`config.mk`:
```
export PLATFORM = sky130hd
export DESIGN_NAME = equiv_check_sequencer_flat
export DESIGN_NICKNAME = d
export VERILOG_FILES = /design/src/rtl/equiv_check_sequencer_pkg.sv /design/src/rtl/equiv_check_sequencer_if.sv /design/src/rtl/equiv_check_sequencer_lfsr32.sv /design/src/rtl/equiv_check_sequencer.sv /design/src/flat_wrapper.sv
export SDC_FILE = /design/constraint.sdc
export NUM_CORES = 1
export LEC_CHECK = 0
export BUFFER_PORTS_ARGS = -buffer_cell sky130_fd_sc_hd__buf_2
export CAP_MARGIN = 20
export CORE_MARGIN = 5
export CORE_UTILIZATION = 35
export CTS_BUF_LIST = sky130_fd_sc_hd__clkbuf_8
export CTS_CLUSTER_SIZE = 10
export DETAILED_ROUTE_END_ITERATION = 10
export HOLD_SLACK_MARGIN = 0.03
export PLACE_DENSITY = 0.7
export SYNTH_ARGS = -nofsm -noshare
export SYNTH_HDL_FRONTEND = slang
export SYNTH_SLANG_ARGS = --single-unit
```
`constraint.sdc`:
```
create_clock -name clk -period 2.8 [get_ports clk]
set_clock_uncertainty 0.1 [all_clocks]
set_input_delay 0.56 -clock clk [delete_from_list [all_inputs] [get_ports clk]]
set_output_delay 0.56 -clock clk [all_outputs]
set_load 0.05 [all_outputs]
```
`src/rtl/equiv_check_sequencer_pkg.sv`:
```
// equiv_pkg: shared types, constants and helpers for the equivalence-check
// sequencer.
//   - state_t     : sequencer FSM states
//   - stimulus    : widths and LSB offsets of wire0..wire4 inside the
//                   79-bit stimulus word S = {A, B, C[14:0]}
//   - LFSR_POLY   : Galois feedback taps for x^32+x^22+x^2+x+1
//   - SEED_XOR_*  : constants that decorrelate LFSRs B and C from A
//   - lfsr_next / seed_fix / stim_pack : small pure helpers
package equiv_pkg;

  localparam int CNT_W_DEF = 16;
  localparam int Y_W_DEF   = 91;

  localparam logic [31:0] LFSR_POLY  = 32'h80200003;
  localparam logic [31:0] SEED_XOR_B = 32'hA5A5A5A5;
  localparam logic [31:0] SEED_XOR_C = 32'h5A5A5A5A;

  localparam int STIM_W = 79;
  localparam int C_BITS = 15;

  localparam int W0_W = 18;
  localparam int W1_W = 17;
  localparam int W2_W = 15;
  localparam int W3_W = 10;
  localparam int W4_W = 19;

  localparam int W0_LSB = 0;
  localparam int W1_LSB = 18;
  localparam int W2_LSB = 35;
  localparam int W3_LSB = 50;
  localparam int W4_LSB = 60;

  typedef enum logic [2:0] {
    IDLE  = 3'd0,
    LOAD  = 3'd1,
    RUN   = 3'd2,
    DRAIN = 3'd3,
    DONE  = 3'd4
  } state_t;

  // Right-shifting Galois step: the shifted-out bit folds the taps back in.
  function automatic logic [31:0] lfsr_next(input logic [31:0] s);
    return (s >> 1) ^ (s[0] ? LFSR_POLY : 32'h0);
  endfunction

  // An all-zero LFSR would lock up, so a zero seed is replaced by 1.
  function automatic logic [31:0] seed_fix(input logic [31:0] s);
    return (s == 32'h0) ? 32'h1 : s;
  endfunction

  function automatic logic [STIM_W-1:0] stim_pack(input logic [31:0] a,
                                                  input logic [31:0] b,
                                                  input logic [31:0] c);
    return {a, b, c[C_BITS-1:0]};
  endfunction

endpackage

```
`src/rtl/equiv_check_sequencer_if.sv`:
```
// equiv_check_sequencer_if: bundles the control, stimulus, response and
// report signals of the equivalence-check sequencer.
//   master : harness side (drives start/num_vectors/seed and y_1/y_2)
//   slave  : sequencer side (drives wire0..wire4 and the report)
//
// Handshake: start is a single-cycle request with no ready; it is accepted
// only while the sequencer is idle or done (busy low), and num_vectors/seed
// are sampled in that same cycle. busy high means the request was taken and
// any further start is ignored until busy falls and done rises.
interface equiv_check_sequencer_if #(
  parameter int CNT_W = 16,
  parameter int Y_W   = 91
);
  import equiv_pkg::*;

  logic                start;
  logic [CNT_W-1:0]    num_vectors;
  logic [31:0]         seed;

  logic [17:0]         wire0;
  logic [16:0]         wire1;
  logic signed [14:0]  wire2;
  logic signed [9:0]   wire3;
  logic signed [18:0]  wire4;

  logic [Y_W-1:0]      y_1;
  logic [Y_W-1:0]      y_2;

  logic                busy;
  logic                done;
  logic                pass;
  logic [CNT_W-1:0]    mismatch_count;
  logic [CNT_W-1:0]    first_fail_idx;
  logic [Y_W-1:0]      first_fail_diff;
  state_t              state_dbg;

  modport master (
    output start, num_vectors, seed, y_1, y_2,
    input  wire0, wire1, wire2, wire3, wire4,
    input  busy, done, pass, mismatch_count, first_fail_idx,
    input  first_fail_diff, state_dbg
  );

  modport slave (
    input  start, num_vectors, seed, y_1, y_2,
    output wire0, wire1, wire2, wire3, wire4,
    output busy, done, pass, mismatch_count, first_fail_idx,
    output first_fail_diff, state_dbg
  );

endinterface

```
`src/rtl/equiv_check_sequencer_lfsr32.sv`:
```
// lfsr32: 32-bit Galois LFSR with synchronous load and step.
//   clk, rst : clock, synchronous active-high reset (state -> 0)
//   load     : load seed (zero seed becomes 1); has priority over step
//   step     : advance one position
//   seed     : load value
//   state    : current register contents
module lfsr32
  import equiv_pkg::*;
(
  input  logic        clk,
  input  logic        rst,
  input  logic        load,
  input  logic        step,
  input  logic [31:0] seed,
  output logic [31:0] state
);

  always_ff @(posedge clk) begin
    if (rst) begin
      state <= 32'h0;
    end else if (load) begin
      state <= seed_fix(seed);
    end else if (step) begin
      state <= lfsr_next(state);
    end
  end

endmodule

```
`src/rtl/equiv_check_sequencer.sv`:
```
// equiv_check_sequencer: bounded, self-checking stimulus run for the
// equivalence harness. Drives wire0..wire4 of both implementations from three
// seeded LFSRs for num_vectors vectors, compares y_1 with y_2 LAT cycles after
// each vector and reports pass/fail, a saturating mismatch count and the
// first failing vector.
//   clk, rst           : clock, synchronous active-high reset
//   bus.start          : one-cycle run request (accepted when idle/done)
//   bus.num_vectors    : vectors to apply, sampled on start
//   bus.seed           : LFSR seed, sampled on start
//   bus.wire0..wire4   : registered stimulus
//   bus.y_1, bus.y_2   : implementation outputs
//   bus.busy           : high from LOAD through DRAIN
//   bus.done/pass      : sticky run result
//   bus.mismatch_count / first_fail_idx / first_fail_diff : report
//   bus.state_dbg      : current FSM state
module equiv_check_sequencer
  import equiv_pkg::*;
#(
  parameter int LAT   = 1,
  parameter int CNT_W = CNT_W_DEF,
  parameter int Y_W   = Y_W_DEF
) (
  input logic                    clk,
  input logic                    rst,
  equiv_check_sequencer_if.slave bus
);

  // The tag pipe needs at least one stage to exist even when LAT is 0.
  localparam int               PIPE_D     = (LAT > 0) ? LAT : 1;
  localparam logic [3:0]       DRAIN_LAST = 4'((LAT > 0) ? LAT - 1 : 0);
  localparam logic [CNT_W-1:0] CNT_MAX    = '1;

  state_t              state;
  logic [CNT_W-1:0]    n_r;
  logic [31:0]         seed_r;
  logic [CNT_W-1:0]    vec_cnt;
  logic [3:0]          drain_cnt;
  logic [STIM_W-1:0]   stim_q;
  logic                busy_q;
  logic                done_q;
  logic                pass_q;
  logic [CNT_W-1:0]    mm_q;
  logic [CNT_W-1:0]    ffi_q;
  logic [Y_W-1:0]      ffd_q;

  // ---------------------------------------------------------------- LFSRs
  logic        lfsr_load;
  logic        lfsr_step;
  logic [31:0] seed_b;
  logic [31:0] seed_c;
  logic [31:0] a_q, b_q, c_q;

  assign lfsr_load = (state == LOAD);
  assign lfsr_step = (state == RUN);
  assign seed_b    = seed_r ^ SEED_XOR_B;
  assign seed_c    = seed_r ^ SEED_XOR_C;

  lfsr32 u_lfsr_a (.clk(clk), .rst(rst), .load(lfsr_load), .step(lfsr_step),
                   .seed(seed_r), .state(a_q));
  lfsr32 u_lfsr_b (.clk(clk), .rst(rst), .load(lfsr_load), .step(lfsr_step),
                   .seed(seed_b), .state(b_q));
  lfsr32 u_lfsr_c (.clk(clk), .rst(rst), .load(lfsr_load), .step(lfsr_step),
                   .seed(seed_c), .state(c_q));

  // ---------------------------------------------------- compare tag pipe
  // Vector k sits on the ports during RUN cycle k; its tag enters stage 0 at
  // the end of that cycle and leaves stage LAT-1 exactly LAT cycles later,
  // which is when the implementations present its result.
  logic [PIPE_D-1:0] pv;
  logic [CNT_W-1:0]  pidx [PIPE_D];

  always_ff @(posedge clk) begin
    if (rst) begin
      pv <= '0;
      for (int j = 0; j < PIPE_D; j++) pidx[j] <= '0;
    end else begin
      pv[0]   <= (state == RUN);
      pidx[0] <= vec_cnt;
      for (int j = 1; j < PIPE_D; j++) begin
        pv[j]   <= pv[j-1];
        pidx[j] <= pidx[j-1];
      end
    end
  end

  logic             cmp_valid;
  logic [CNT_W-1:0] cmp_idx;
  logic [Y_W-1:0]   diff;
  logic             fail;
  logic [CNT_W-1:0] mm_next;

  always_comb begin
    cmp_valid = 1'b0;
    cmp_idx   = '0;
    if (LAT == 0) begin
      cmp_valid = (state == RUN);
      cmp_idx   = vec_cnt;
    end else begin
      cmp_valid = pv[PIPE_D-1];
      cmp_idx   = pidx[PIPE_D-1];
    end
    diff    = bus.y_1 ^ bus.y_2;
    fail    = cmp_valid && (diff != '0);
    mm_next = mm_q;
    if (fail && (mm_q != CNT_MAX)) mm_next = mm_q + 1'b1;
  end

  // ------------------------------------------------------------------ FSM
  always_ff @(posedge clk) begin
    if (rst) begin
      state     <= IDLE;
      n_r       <= '0;
      seed_r    <= '0;
      vec_cnt   <= '0;
      drain_cnt <= '0;
      stim_q    <= '0;
      busy_q    <= 1'b0;
      done_q    <= 1'b0;
      pass_q    <= 1'b0;
      mm_q      <= '0;
      ffi_q     <= '0;
      ffd_q     <= '0;
    end else begin
      // Result capture; mm_q still zero means no earlier failure this run.
      if (fail) begin
        mm_q <= mm_next;
        if (mm_q == '0) begin
          ffi_q <= cmp_idx;
          ffd_q <= diff;
        end
      end

      case (state)
        IDLE, DONE: begin
          if (bus.start) begin
            n_r     <= bus.num_vectors;
            seed_r  <= bus.seed;
            vec_cnt <= '0;
            mm_q    <= '0;
            ffi_q   <= '0;
            ffd_q   <= '0;
            done_q  <= 1'b0;
            pass_q  <= 1'b0;
            busy_q  <= 1'b1;
            state   <= LOAD;
          end
        end

        LOAD: begin
          // Vector 0 goes straight from the fixed seeds so it is on the
          // ports during the first RUN cycle.
          stim_q  <= stim_pack(seed_fix(seed_r), seed_fix(seed_b),
                               seed_fix(seed_c));
          vec_cnt <= '0;
          if (n_r == '0) begin
            busy_q <= 1'b0;
            done_q <= 1'b1;
            pass_q <= 1'b1;
            state  <= DONE;
          end else begin
            state <= RUN;
          end
        end

        RUN: begin
          // vec_cnt stops at n_r-1, so an all-ones count never wraps.
          if (vec_cnt == n_r - 1'b1) begin
            if (LAT > 0) begin
              drain_cnt <= '0;
              state     <= DRAIN;
            end else begin
              busy_q <= 1'b0;
              done_q <= 1'b1;
              pass_q <= (mm_next == '0);
              state  <= DONE;
            end
          end else begin
            vec_cnt <= vec_cnt + 1'b1;
            stim_q  <= stim_pack(lfsr_next(a_q), lfsr_next(b_q),
                                 lfsr_next(c_q));
          end
        end

        DRAIN: begin
          if (drain_cnt == DRAIN_LAST) begin
            busy_q <= 1'b0;
            done_q <= 1'b1;
            pass_q <= (mm_next == '0);
            state  <= DONE;
          end else begin
            drain_cnt <= drain_cnt + 1'b1;
          end
        end

        default: state <= IDLE;
      endcase
    end
  end

  // ------------------------------------------------------------- outputs
  assign bus.wire0           = stim_q[W0_LSB +: W0_W];
  assign bus.wire1           = stim_q[W1_LSB +: W1_W];
  assign bus.wire2           = stim_q[W2_LSB +: W2_W];
  assign bus.wire3           = stim_q[W3_LSB +: W3_W];
  assign bus.wire4           = stim_q[W4_LSB +: W4_W];
  assign bus.busy            = busy_q;
  assign bus.done            = done_q;
  assign bus.pass            = pass_q;
  assign bus.mismatch_count  = mm_q;
  assign bus.first_fail_idx  = ffi_q;
  assign bus.first_fail_diff = ffd_q;
  assign bus.state_dbg       = state;

endmodule

```
`src/flat_wrapper.sv`:
```
// flat-port wrapper written by rule: the top's interface ports become plain ports
module equiv_check_sequencer_flat import equiv_pkg::*;
#(
  parameter int LAT   = 1,
  parameter int CNT_W = CNT_W_DEF,
  parameter int Y_W   = Y_W_DEF
)
  (clk, rst, bus_start, bus_num_vectors, bus_seed, bus_y_1, bus_y_2, bus_wire0, bus_wire1, bus_wire2, bus_wire3, bus_wire4, bus_busy, bus_done, bus_pass, bus_mismatch_count, bus_first_fail_idx, bus_first_fail_diff, bus_state_dbg);
  equiv_check_sequencer_if #(.CNT_W(CNT_W), .Y_W(Y_W)) bus_i ();
  input logic clk;
  input logic rst;
  input wire logic [$bits(bus_i.start)-1:0] bus_start;
  input wire logic [$bits(bus_i.num_vectors)-1:0] bus_num_vectors;
  input wire logic [$bits(bus_i.seed)-1:0] bus_seed;
  input wire logic [$bits(bus_i.y_1)-1:0] bus_y_1;
  input wire logic [$bits(bus_i.y_2)-1:0] bus_y_2;
  output wire logic [$bits(bus_i.wire0)-1:0] bus_wire0;
  output wire logic [$bits(bus_i.wire1)-1:0] bus_wire1;
  output wire logic [$bits(bus_i.wire2)-1:0] bus_wire2;
  output wire logic [$bits(bus_i.wire3)-1:0] bus_wire3;
  output wire logic [$bits(bus_i.wire4)-1:0] bus_wire4;
  output wire logic [$bits(bus_i.busy)-1:0] bus_busy;
  output wire logic [$bits(bus_i.done)-1:0] bus_done;
  output wire logic [$bits(bus_i.pass)-1:0] bus_pass;
  output wire logic [$bits(bus_i.mismatch_count)-1:0] bus_mismatch_count;
  output wire logic [$bits(bus_i.first_fail_idx)-1:0] bus_first_fail_idx;
  output wire logic [$bits(bus_i.first_fail_diff)-1:0] bus_first_fail_diff;
  output wire logic [$bits(bus_i.state_dbg)-1:0] bus_state_dbg;
  assign bus_i.start = bus_start;
  assign bus_i.num_vectors = bus_num_vectors;
  assign bus_i.seed = bus_seed;
  assign bus_i.y_1 = bus_y_1;
  assign bus_i.y_2 = bus_y_2;
  assign bus_wire0 = bus_i.wire0;
  assign bus_wire1 = bus_i.wire1;
  assign bus_wire2 = bus_i.wire2;
  assign bus_wire3 = bus_i.wire3;
  assign bus_wire4 = bus_i.wire4;
  assign bus_busy = bus_i.busy;
  assign bus_done = bus_i.done;
  assign bus_pass = bus_i.pass;
  assign bus_mismatch_count = bus_i.mismatch_count;
  assign bus_first_fail_idx = bus_i.first_fail_idx;
  assign bus_first_fail_diff = bus_i.first_fail_diff;
  assign bus_state_dbg = bus_i.state_dbg;
  equiv_check_sequencer #(.LAT(LAT), .CNT_W(CNT_W), .Y_W(Y_W)) u_core (.clk(clk), .rst(rst), .bus(bus_i));
endmodule
```
Word level (Yosys, flattened, before mapping). Memory sizes are Yosys's and may differ from the RTL's. Index checks and enable logic that the tools add are counted.

Multiplexer cells: 52. Equality and inequality tests: 12. Reduce and logical (&&, ||, !) cells: 23. Bitwise logic cells: 6. Add/subtract/negate cells: 4.

Operators with widths (count): $mux W32 (12); $mux W91 (4); $mux W16 (11); $pmux W79 S2 (1); $logic_not A32 Y1 (3); $xor A31 B32 Y32 (3); $reduce_bool A91 Y1 (1); $xor A91 B91 Y91 (1); $mux W79 (1); $logic_not A16 Y1 (3); $pmux W16 S3 (1); $add A16 B1 Y16 const B (2); $not A16 Y16 (2); $eq A16 B16 Y1 (1); $ne A16 B16 Y1 const B (1); $reduce_or A16 Y1 (1); $sub A16 B1 Y16 const B (1); $mux W3 (4); $pmux W3 S4 (1); $mux W1 (11); $ne A2 B2 Y1 const B (5); $pmux W1 S3 (3); $reduce_and A3 Y1 (3); $mux W4 (2); 14 further kinds (19).

RAM bits: 16. Output and inout port bits: 208. Word-level logic and storage cells: 114. Flip-flop bits (word level): 373. Bits of input ports: 233. Memories: 1.

Memories: u_core.pidx (depth 1, width 16, read ports 1, clocked after memory_dff 0, write ports 1, line equiv_check_sequencer.sv:70) `logic [CNT_W-1:0] pidx [PIPE_D];`.

Depth between registers and ports, before layout.
Depth after elaboration: 8. Depth in mapped cells: 12. Depth with buffers taken out: 10.

Hierarchy. From an unflattened synthesis, not the netlist that was laid out.

Cell total of the unflattened synthesis: 2135. Area total of the unflattened synthesis: 18059.8 µm².

Modules (own cells, without submodules): equiv_check_sequencer (cells each 1574, instances 1, seq. area each 5865.6 µm², area each 13450.4 µm²); lfsr32 (cells each 187, instances 3, seq. area each 640.6 µm², area each 1536.5 µm²).

Worst setup path after synthesis. Ideal clock, no wire load.

Kind: reg-to-reg. From: register u_core.n_r[0]. To: register u_core.vec_cnt[0]. Arrival: 2602 ps. Required time: 2572 ps. Path buffers: 2. Slack: -29 ps. Stages on the path, launching flop included: 13. Period minus slack after synthesis: 2829 ps. Library setup time: 128 ps. Cells stage by stage: dfxtp_1 inv_1 ha_1 nor2b_1 nand2_1 or4_1 a22oi_1 nand4_4 a21oi_4 buf_6 buf_6 mux2i_1 nor2_1.

Longest elaborated chain between the ends: 4.

RTL lines: start: declaration (line equiv_check_sequencer.sv:34) `logic [CNT_W-1:0] n_r;`; start signal: assignment (line equiv_check_sequencer.sv:136) `n_r <= bus.num_vectors;`; $sub A16 B1 Y16 (line equiv_check_sequencer.sv:167) `if (vec_cnt == n_r - 1'b1) begin`; $eq A16 B16 Y1 (line equiv_check_sequencer.sv:167); $ne A2 B2 Y1 (no line); $reduce_and A3 Y1 (no line); end signal: assignment (line equiv_check_sequencer.sv:178) `vec_cnt <= vec_cnt + 1'b1;`; end: declaration (line equiv_check_sequencer.sv:36) `logic [CNT_W-1:0] vec_cnt;`.

No other way between the ends. A chain may end at the register's enable or synchronous reset.

Worst setup path after layout.
From: register u_core.n_r[4]. To: register u_core.vec_cnt[10].

The elaborated chain is that of the path after synthesis.

==> metrics.csv <==
stage,metric,value,unit
placement,GPL Wtd Cong,0.913,
power_and_ir_drop,Max VDD drop,0.558,mV
cells_and_area,final non-filler cell total,3188,
power_and_ir_drop,PD cells,775,nW/um^2
synth,Mapped Area,16600,sq um
cells_and_area,multi-input combinational cell area,8270,sq um
sta,post-route minimum period,2800,ps
sta,RSZ-0062 raised after global routing,yes,
global_route,GR Layer Usage met2,0.370,
synth,Post-synth EDFFs,0,
setup_path,critical path peak fanout,6,
cts,total clock sinks,389,
hold_path,worst hold path class,in -> reg,
die,Die ar.,51800,sq um
sta,fmax,357,MHz
die,initial core utilization,0.355,
synth,Netlist cell types,69,
die,Rows,79,
job,# Max-Cap Violations,0,
sta,final-report max-slew violation count,0,
setup_path,worst path cell trace,"or4_4, a2111oi_4, nor2_2, a22oi_2, buf_4, nand4_4, a21oi_4, clkbuf_16, or4_1, a21oi_1",
cts,CTS tree,built,
cts,Worst-Skew Late Latency,660,ps
global_route,vias in the first global route,16418,
cts,H-Tree Depth,3,
sta,slew margin rel.,0.523,
placement,DP Cell Count,3025,
detailed_routing,post-DR wirelength/cell,19.2,um
sta,final period utilization,1.00,
setup_path,Setup crit start kind,register,
detailed_routing,First-pass DRT Iterations,5,
global_route,gr usage total,0.223,
sta,Final setup viols,1,
setup_path,CP Data Required Time,3200,ps
sta,setup ws final,-4.84,ps
die,Die Y,228,um
detailed_routing,DR vias/cell,5.34,
synth,register area share after synthesis,0.470,
setup_path,crit path DAT,3200,ps
global_route,global route total overflow,0,
synth,asr flop ratio synth,0,
cells_and_area,Fill cells,4456,
setup_path,critical path class,reg -> reg,
detailed_routing,ANT nets after route,0,
setup_path,"slowest stage delay, CP",590,ps
setup_path,crit end category,register,
cts,CTS clock-pin slew for the worst setup and hold paths,60,ps
global_route,met3 usage,0.0543,
cts,Clock Tree Root,clkbuf_8,
cells_and_area,Register Area,7800,sq um
global_route,initial antenna violation count,5,
sta,Final Hold Fails,0,
cells_and_area,share of layout cells above drive strength 1,0.297,
synth,"Primary FF master, synth",dfxtp_1,
cts,clk buf depth,3,
placement,hpwl dp,45000,um
detailed_routing,Routed Wire Length,61100,um
run_status,failing checks,negative setup slack,
global_route,layer with the highest usage,met2,
sta,final hold slack,85.0,ps
setup_path,"Slowest-stage cell, CP",or4_4,
sta,setup_tns,-4.84,ps
synth,syn avg cell area,8.46,sq um
global_route,met1 usage,0.274,
synth,synthesized net count,2197,
cells_and_area,Synth-to-Final Area Change,35.3,%
synth,#FFs+latches synth,389,
detailed_routing,Vias,17031,
cts,total CTS buffers,68,
global_route,global-route wire length before repair,91700,um
sta,Worst-Margin Slew,713,ps
die,die width,228,um
detailed_routing,DRT iter0 DRCs,1163,
cells_and_area,fin nets,2771,
die,core box area,46700,sq um
run_status,status,"complete, but fails checks",
die,# IOs,441,
synth,YS warnings,0,
detailed_routing,DRC viols,0,
global_route,pin count of the biggest net entering global routing,123,
power_and_ir_drop,Leak,0.00907,uW
synth,Synth Instances,1957,
placement,Buffers on Ports,440,
what timing repair did:
item / in CTS / in global routing
gates cloned: 0 / 2
gates resized for setup: 2 / 32
hold buffers: 38 / 0
setup buffers: 2 / 1
hold endpoints to repair: 38 / 0
pin swaps: 1 / 16
endpoints found under the setup margin: 2 / 95
power by group:
group | internal [uW] | leakage, uW | switching (uW) | total (uW)
Combinational | 1810 | 0.00513 | 3660 | 5480
Clock | 2730 | 0.000773 | 2460 | 5180
Sequential | 6180 | 0.00317 | 516 | 6700
Total | 10700 | 0.00907 | 6640 | 17400
state kept, by name, indices dropped and copies added (netlist names), 3 cells and up:
register,cells
u_core.bus.first_fail_idx,16
u_core.n_r,16
u_core.bus.first_fail_diff,91
u_core.bus.state_dbg,3
u_core.pidx,16
u_core.u_lfsr_a.state,32
u_core.vec_cnt,16
u_core.bus.mismatch_count,16
u_core.u_lfsr_b.state,32
u_core.seed_r,32
u_core.u_lfsr_c.state,32
u_core.drain_cnt,4
u_core.stim_q,79
cells by family after synthesis:
logic type | synth area share
AND/OR/NAND/NOR | 0.214
AO/OA/AOI/OAI | 0.184
flip-flops | 0.470
buffers and inverters | 0.0414
XOR/XNOR | 0.0730
multiplexers | 0.0122
adder cells (fa/ha/maj) | 0.00529
per-stage QoR:
step,worst slack (ps),cell area (sq um),total power [uW],util
floorplan,54.2,16600,10200,-
global placement,-454,20400,11900,0.438
detailed placement,-455,20400,12000,0.438
CTS,9.27,22200,17300,0.475
global route,-56.0,22400,18200,0.480
finish,-4.84,22400,17400,0.480
critical path, delay by kind of cell (launching register included):
kind / cells / cell delay, ps
buffers and inverters: 2 / 360
flip-flops: 1 / 350
AND/OR/NAND/NOR: 4 / 940
AO/OA/AOI/OAI: 4 / 890
area by class of cell:
class,instances,area share
antenna,2,0.000223
sequential,389,0.348
inverter,16,0.00268
timing repair buffer,649,0.185
tap,607,0.0339
clock inverter,35,0.00950
clock buffer,83,0.0510
multi-input combinational,1407,0.369
cells in the final DEF, fill, tap and decap left out, drive strengths merged, types with 3 or more instances in the layout:
cell type / n
a211oi: 101
o221ai: 9
nor2: 285
nor3: 20
dlygate4sd3: 38
xor2: 24
xnor2: 114
and4: 8
nor2b: 14
a311o: 3
a21oi: 107
clkinv: 15
nand2: 342
o211ai: 20
or2: 5
nor3b: 4
and2: 5
a221oi: 24
dfxtp: 389
mux2i: 19
o21ai: 23
or3: 10
or4: 9
nand3: 22
nand4: 46
a31oi: 55
a311oi: 59
inv: 36
o31ai: 7
nor4: 21
nand2b: 6
ha: 7
clkbuf: 85
and3: 9
buf: 609
cells in the mapped netlist, drive strengths merged (16+ instances only):
cell    count  share of area
xor2       24          0.013
a31oi      55          0.021
nor3       20         0.0067
inv        16         0.0036
o211ai     20         0.0091
nand3      22         0.0067
clkbuf    122          0.028
a311oi     59          0.031
dfxtp     389           0.47
mux2i      19          0.011
a21oi     107          0.034
nor4       21         0.0083
xnor2     114          0.060
o21ai      23         0.0072
a211oi    101          0.046
nand4      46          0.018
buf        23          0.010
a221oi     24          0.013
nand2     342          0.078
nor2      285          0.065
layer usage:
layer | part of all wire | wire length (um)
met5 | 0.00034 | 21
met4 | 0.043 | 2600
met3 | 0.084 | 5120
met2 | 0.47 | 28700
met1 | 0.40 | 24700
final timing paths:
path / slack, ps / depth (start not counted) / startpoint / to
max: -5 / 10 / u_core.n_r[4] / u_core.vec_cnt[10]
min reg2reg: 350 / 2 / u_core.stim_q[25] / u_core.stim_q[25]
max reg2reg: -5 / 10 / u_core.n_r[4] / u_core.vec_cnt[10]
min: 90 / 3 / bus_seed[19] / u_core.seed_r[19]
(Power assumes the default switching activity.)
